### config.mk
export PLATFORM = sky130hd
export DESIGN_NAME = fetch_unit_flat
export DESIGN_NICKNAME = d
export VERILOG_FILES = /design/src/rtl/fetch_if.sv /design/src/rtl/fetch_unit.sv /design/src/flat_wrapper.sv
export SDC_FILE = /design/constraint.sdc
export NUM_CORES = 1
export LEC_CHECK = 0
export BUFFER_PORTS_ARGS = -buffer_cell sky130_fd_sc_hd__buf_2
export CAP_MARGIN = 20
export CORE_MARGIN = 1.5
export CORE_UTILIZATION = 55
export CTS_CLUSTER_DIAMETER = 150
export CTS_CLUSTER_SIZE = 40
export DETAILED_ROUTE_END_ITERATION = 8
export GPL_TIMING_DRIVEN = 0
export PLACE_DENSITY_LB_ADDON = 0.15
export SLEW_MARGIN = 0
export SYNTH_ARGS = -nofsm -noshare
export SYNTH_HDL_FRONTEND = slang
export SYNTH_SLANG_ARGS = --single-unit
### constraint.sdc
create_clock -name clk -period 2.95 [get_ports clk]
set_input_delay 0.295 -clock clk [delete_from_list [all_inputs] [get_ports clk]]
set_output_delay 0.295 -clock clk [all_outputs]
set_load 0.02 [all_outputs]
### src/rtl/fetch_if.sv
// Fetch unit bus bundle: instruction-memory request/response plus the decode-side queue output.
interface fetch_if;
  logic        mem_enable;
  logic [24:0] mem_addr;
  logic        mem_valid;
  logic [31:0] mem_result;
  logic        redirect;
  logic [24:0] redirect_pc;
  logic        out_valid;
  logic        out_ready;
  logic [31:0] out_instr;
  logic [24:0] out_pc;

  modport master (
    output mem_enable, mem_addr, out_valid, out_instr, out_pc,
    input  mem_valid, mem_result, redirect, redirect_pc, out_ready
  );

  modport slave (
    input  mem_enable, mem_addr, out_valid, out_instr, out_pc,
    output mem_valid, mem_result, redirect, redirect_pc, out_ready
  );
endinterface

### src/rtl/fetch_unit.sv
// Instruction fetch front end: one outstanding memory request, prefetch queue toward decode,
// redirect flushes the queue and discards any response already in flight.
module fetch_unit #(
  parameter logic [24:0] RESET_PC = 25'h0000000,
  parameter int          QDEPTH   = 4
) (
  input  logic                    clk,
  input  logic                    rst,
  fetch_if.master                 bus,
  output logic                    dbg_state,
  output logic [$clog2(QDEPTH):0] dbg_count,
  output logic                    dbg_drop
);

  localparam int PW = $clog2(QDEPTH);
  localparam int CW = PW + 1;

  typedef enum logic {
    IDLE = 1'b0,
    WAIT = 1'b1
  } state_t;

  state_t        state;
  state_t        state_nx;
  logic [24:0]   fetch_pc;
  logic [24:0]   addr_q;
  logic          drop;
  logic [CW-1:0] count;
  logic [PW-1:0] rd_ptr;
  logic [PW-1:0] wr_ptr;
  logic [31:0]   instr_q [QDEPTH];
  logic [24:0]   pc_q    [QDEPTH];

  logic          issue;
  logic          resp;
  logic          push;
  logic          pop;
  logic          has_space;
  logic [24:0]   redirect_aligned;

  assign has_space        = count < CW'(QDEPTH);
  assign redirect_aligned = bus.redirect_pc & ~25'h3;

  // Decode handshake: the head transfers on an edge where out_valid and out_ready are both
  // high; out_valid never depends on out_ready, and a redirect in that cycle wins over the pop.
  assign pop = (count != '0) && bus.out_ready && !bus.redirect;

  always_comb begin
    state_nx = state;
    issue    = 1'b0;
    resp     = 1'b0;
    push     = 1'b0;
    unique case (state)
      IDLE: begin
        if (has_space && !bus.redirect) begin
          state_nx = WAIT;
          issue    = 1'b1;
        end
      end
      WAIT: begin
        if (bus.mem_valid) begin
          state_nx = IDLE;
          resp     = 1'b1;
          push     = !drop && !bus.redirect;
        end
      end
      default: state_nx = IDLE;
    endcase
  end

  always_ff @(posedge clk) begin
    if (rst) begin
      state    <= IDLE;
      addr_q   <= RESET_PC;
      fetch_pc <= RESET_PC;
      drop     <= 1'b0;
    end else begin
      state <= state_nx;
      if (issue) begin
        addr_q <= fetch_pc;
      end
      if (bus.redirect) begin
        fetch_pc <= redirect_aligned;
      end else if (push) begin
        fetch_pc <= addr_q + 25'd4;
      end
      // Only one response can be in flight, so a single flag covers any number of redirects.
      if (resp) begin
        drop <= 1'b0;
      end else if (state == WAIT && bus.redirect) begin
        drop <= 1'b1;
      end
    end
  end

  always_ff @(posedge clk) begin
    if (rst) begin
      count  <= '0;
      rd_ptr <= '0;
      wr_ptr <= '0;
      for (int i = 0; i < QDEPTH; i++) begin
        instr_q[i] <= 32'h0;
        pc_q[i]    <= RESET_PC;
      end
    end else if (bus.redirect) begin
      count  <= '0;
      rd_ptr <= '0;
      wr_ptr <= '0;
    end else begin
      if (push) begin
        instr_q[wr_ptr] <= bus.mem_result;
        pc_q[wr_ptr]    <= addr_q;
        wr_ptr          <= wr_ptr + PW'(1);
      end
      if (pop) begin
        rd_ptr <= rd_ptr + PW'(1);
      end
      unique case ({push, pop})
        2'b10:   count <= count + CW'(1);
        2'b01:   count <= count - CW'(1);
        default: count <= count;
      endcase
    end
  end

  assign bus.mem_enable = (state == WAIT);
  assign bus.mem_addr   = addr_q;
  assign bus.out_valid  = (count != '0);
  assign bus.out_instr  = instr_q[rd_ptr];
  assign bus.out_pc     = pc_q[rd_ptr];

  assign dbg_state = (state == WAIT);
  assign dbg_count = count;
  assign dbg_drop  = drop;

endmodule

### src/flat_wrapper.sv
// flat-port wrapper written by rule: the top's interface ports become plain ports
module fetch_unit_flat 
#(
  parameter logic [24:0] RESET_PC = 25'h0000000,
  parameter int          QDEPTH   = 4
)
  (clk, rst, dbg_state, dbg_count, dbg_drop, bus_mem_enable, bus_mem_addr, bus_out_valid, bus_out_instr, bus_out_pc, bus_mem_valid, bus_mem_result, bus_redirect, bus_redirect_pc, bus_out_ready);
  fetch_if bus_i ();
  input  logic clk;
  input  logic rst;
  output logic dbg_state;
  output logic [$clog2(QDEPTH):0] dbg_count;
  output logic dbg_drop;
  output wire logic [$bits(bus_i.mem_enable)-1:0] bus_mem_enable;
  output wire logic [$bits(bus_i.mem_addr)-1:0] bus_mem_addr;
  output wire logic [$bits(bus_i.out_valid)-1:0] bus_out_valid;
  output wire logic [$bits(bus_i.out_instr)-1:0] bus_out_instr;
  output wire logic [$bits(bus_i.out_pc)-1:0] bus_out_pc;
  input wire logic [$bits(bus_i.mem_valid)-1:0] bus_mem_valid;
  input wire logic [$bits(bus_i.mem_result)-1:0] bus_mem_result;
  input wire logic [$bits(bus_i.redirect)-1:0] bus_redirect;
  input wire logic [$bits(bus_i.redirect_pc)-1:0] bus_redirect_pc;
  input wire logic [$bits(bus_i.out_ready)-1:0] bus_out_ready;
  assign bus_mem_enable = bus_i.mem_enable;
  assign bus_mem_addr = bus_i.mem_addr;
  assign bus_out_valid = bus_i.out_valid;
  assign bus_out_instr = bus_i.out_instr;
  assign bus_out_pc = bus_i.out_pc;
  assign bus_i.mem_valid = bus_mem_valid;
  assign bus_i.mem_result = bus_mem_result;
  assign bus_i.redirect = bus_redirect;
  assign bus_i.redirect_pc = bus_redirect_pc;
  assign bus_i.out_ready = bus_out_ready;
  fetch_unit #(.RESET_PC(RESET_PC), .QDEPTH(QDEPTH)) u_core (.clk(clk), .rst(rst), .bus(bus_i), .dbg_state(dbg_state), .dbg_count(dbg_count), .dbg_drop(dbg_drop));
endmodule
==> results.toml <==
[outcome]
status = "finished, final reports clean"

[sta]
finalHoldViolCount = 0
setup-tns-final_ps = 0
layout_min_cycle_time_ps = 2850
fmax_ghz = 0.351
skew_ps = 60.3
fin_crit_sh_pct = 96.5
slew_viol_final = 0
rsz0062_at_grt = "no"
worst_slew_pin_slew_ps = 894
setup_violations = 0
slew_headroom_pct = 39.9

[pwr]
clkPwrFrac_pct = 27.7
switching_share_pct = 22.7
leakage_nw = 5.14
powerDensity_nw_per_um2 = 493
peakVddDrop_mv = 0.381
p_int_w = 0.00543
finalPower_w = 0.00702
p_seq_share_pct = 65.2
power_frac_comb_pct = 7.1
p_switching_w = 0.00159

[cells_and_area]
n_antenna_cell = 0
drive_gt1_share_pct = 22.9
syn_to_final_growth_pct = 12.2
layout.nets = 1163

[die]
core_area_um2 = 22600
initial_utilization_pct = 56.0
die_h_um = 155
row_count = 55
ioPinCount = 151
die_x_um = 155
die_area_um2 = 24000

[routing]
route.vias.total = 8090
vias_per_cell = 5.83
ant_nets = 0
wl_per_cell_um = 21.1
drt-total-wl_um = 29300
dr.pass1.iters = 5
drcViolationCount = 0
drt-initial-drc-count = 714

[worst_setup_path]
worst_path_largest_cell_delay_ps = 580
end_kind = "output pin"
critical-path-top-delay-family = "buffers and inverters"
reg2reg_from = "u_core.bus.mem_enable$_SDFF_PP0_"
crit_type = "reg -> out"
crit_fanout = 10
path_cells = "clkbuf_1, clkbuf_1, mux4_2, buf_2"
crit_required_ps = 2650
critPathArrivalTime_ps = 2550
reg2reg_depth = 5
reg2reg_slack_ps = 150
crit_cells = 4
cp-start-kind = "register"
crit_buf_inv = 3
r2r-end = "u_core.pc_q[2][24]$_SDFFCE_PN0P_"
setup.worst_path.end = "bus_out_instr[5]"
crit_path_frequent_cell = "clkbuf_1"
slowest_stage = "clkbuf_1"

[synthesis]
synth_seq_cells = 289
synth_flop_cell = "edfxtp_1"
synth.top_cell.area_share_pct = 54.0
syn_inst = 934
synth_async_sr_flop_share_pct = 0
synth.area.top_cells = "edfxtp_1 54%, mux4_2 10%, dfxtp_1 9.6%"
syn_area_per_cell_um2 = 13.6
yosysWarnings = 0
yosys.area.top_type = "edfxtp_1"
synth_edf_count = 228
syn_area_um2 = 12700
yosysSeqAreaShare_pct = 63.6
synth_nets = 999
synth.distinct_cells = 57

[clock_tree]
cts_tree = "built"
path_clk_slew_ps = 150
cts_buffers = 11
clk_latency_ps = 510
htree_levels = 1
cts_sinks = 289
cts_buffer_depth = 3
root_buffer = "clkbuf_16"

[placement]
gp_congestion = 0.918
portBuffers = 147
hpwlAfterDp_um = 19100

[min_path]
holdCritPathClass = "in -> reg"

[grt]
antenna_found_initial = 0
grt_util_all_layers_pct = 24.7
grt_max_degree = 44
grt_pass1_vias = 8017
grt_overflow_total = 0
grt_first_pass_wirelength_um = 45000

[run]
max_cap_viol_count = 0
[tightest hold or removal path: cells and delay by family]
family                 cells  cell delay [ps]
buffers and inverters      1              110
AOI/OAI and AO/OA          1               50
and+or+nand+nor            1               60
[synth_stat cells (all sizes together), types with 3 or more instances]
cell type    n
edfxtp     228
and2       188
nand2       73
dfxtp       61
mux4        57
clkbuf      53
a21oi       40
nor2        32
nor3        30
buf         20
inv         18
nor4        17
a31oi       12
nand3       12
xnor2        9
a22oi        6
nand4        6
or2          6
o32a         5
or3          5
and3         4
o22ai        4
o311ai       4
a211oi       3
a221oi       3
nand2b       3
o211ai       3
o21ai        3
or4          3
[logic make-up after synthesis]
| logic type | count (synthesis) | synth area share (%) |
|---|---|---|
| and+or+nand+nor | 388 | 17.2 |
| muxes | 58 | 10.2 |
| adders and majority gates | 3 | 0.355 |
| AOI/OAI and AO/OA | 94 | 4.85 |
| DFF | 289 | 63.6 |
| buffers and inverters | 91 | 2.99 |
| xor gates and xnor gates | 11 | 0.760 |
[sequential cells by signal (all words and copies together) (netlist names), named ones only]
| register | count |
|---|---|
| u_core.dbg_count | 3 |
| u_core.instr_q | 128 |
| u_core.pc_q | 100 |
| u_core.bus.mem_enable | 1 |
| u_core.wr_ptr | 2 |
| u_core.dbg_drop | 1 |
| u_core.fetch_pc | 25 |
| u_core.rd_ptr | 2 |
| u_core.bus.mem_addr | 25 |
[worst min-delay path by stage]
| stage | start | endpoint | slack, ps | cells after the start |
|---|---|---|---|---|
| 6_report | bus_redirect_pc[8] | u_core.fetch_pc[8]$_SDFFE_PP0P_ | 40 | 3 |
| 5_1_grt | bus_redirect_pc[8] | u_core.fetch_pc[8]$_SDFFE_PP0P_ | 40 | 3 |
| 4_1_cts | bus_redirect_pc[8] | u_core.fetch_pc[8]$_SDFFE_PP0P_ | 30 | 3 |
| 3_5_place_dp | u_core.fetch_pc[22]$_SDFFE_PP0P_ | u_core.bus.mem_addr[22]$_SDFFE_PP0P_ | 440 | 2 |
| 3_3_place_gp | u_core.fetch_pc[13]$_SDFFE_PP0P_ | u_core.bus.mem_addr[13]$_SDFFE_PP0P_ | 440 | 2 |
| 2_1_floorplan | bus_mem_valid | u_core.dbg_drop$_SDFFE_PP0P_ | 390 | 1 |
[cell usage in the layout (no fill, tap or decap), types with 3 or more instances in the layout]
master / n
nand3_1: 12
and2_1: 188
clkbuf_1: 55
edfxtp_1: 228
xnor2_1: 9
inv_1: 18
o21ai_0: 3
nand4_1: 6
buf_2: 160
dfxtp_1: 61
nor2_1: 31
or3_1: 5
and3_1: 4
a211oi_1: 3
buf_1: 3
o311ai_0: 4
or2_4: 3
or4_1: 3
clkbuf_2: 3
nor4_1: 15
nor3_1: 29
mux4_2: 57
a21oi_1: 40
clkbuf_16: 11
o22ai_1: 4
o32a_1: 5
o211ai_1: 3
a221oi_1: 3
a22oi_1: 6
buf_16: 3
a31oi_1: 12
nand2_1: 73
[layer usage]
metal	vias up	GRT usage, %	wire length (um)
met5	-	0	0
met2	332	40.8	14200
met1	3970	35.8	12400
li1	3748	-	-
met4	0	5.68	600
met3	40	2.80	2080
[power groups by stage]
| stage | sequential (W) | combinational, W | clock [W] |
|---|---|---|---|
| 2_1_floorplan | 0.00467 | 0.000274 | 0 |
| 3_3_place_gp | 0.00467 | 0.000477 | 0 |
| 3_5_place_dp | 0.00467 | 0.000500 | 0 |
| 4_1_cts | 0.00458 | 0.000502 | 0.00197 |
| 5_1_grt | 0.00460 | 0.000538 | 0.00209 |
| 6_report | 0.00458 | 0.000500 | 0.00194 |
[area by class of cell]
cell class / count / area, um2
Multi-Input combinational cell: 554 / 4260
Inverter: 18 / 67.6
Clock inverter: 1 / 30.0
Clock buffer: 16 / 294
Timing Repair Buffer: 152 / 848
Tap cell: 285 / 357
Buffer: 72 / 309
Fill cell: 1745 / 8410
Sequential cell: 289 / 8070
[what timing repair did]
| action | 4_1_cts | 5_1_grt |
|---|---|---|
| hold buffers | 1 | 0 |
| setup endpoints to repair | 43 | 4 |
| hold endpoints to repair | 1 | 0 |
| setup buffers | 0 | 0 |
| resized for setup | 1 | 2 |
[metrics by stage]
step	instances	util [%]	hold slack [ps]	worst slack (ps)	area, um2
after floorplan	934	-	391	102	12700
after global placement	1366	60.8	437	-996	13800
after detailed placement	1370	61.4	444	-65.7	13900
after CTS	1388	62.9	33.1	20.4	14200
after global routing	1387	62.8	42.5	0.0580	14200
final	1387	62.8	40.4	102	14200
(Power assumes the default switching activity.)
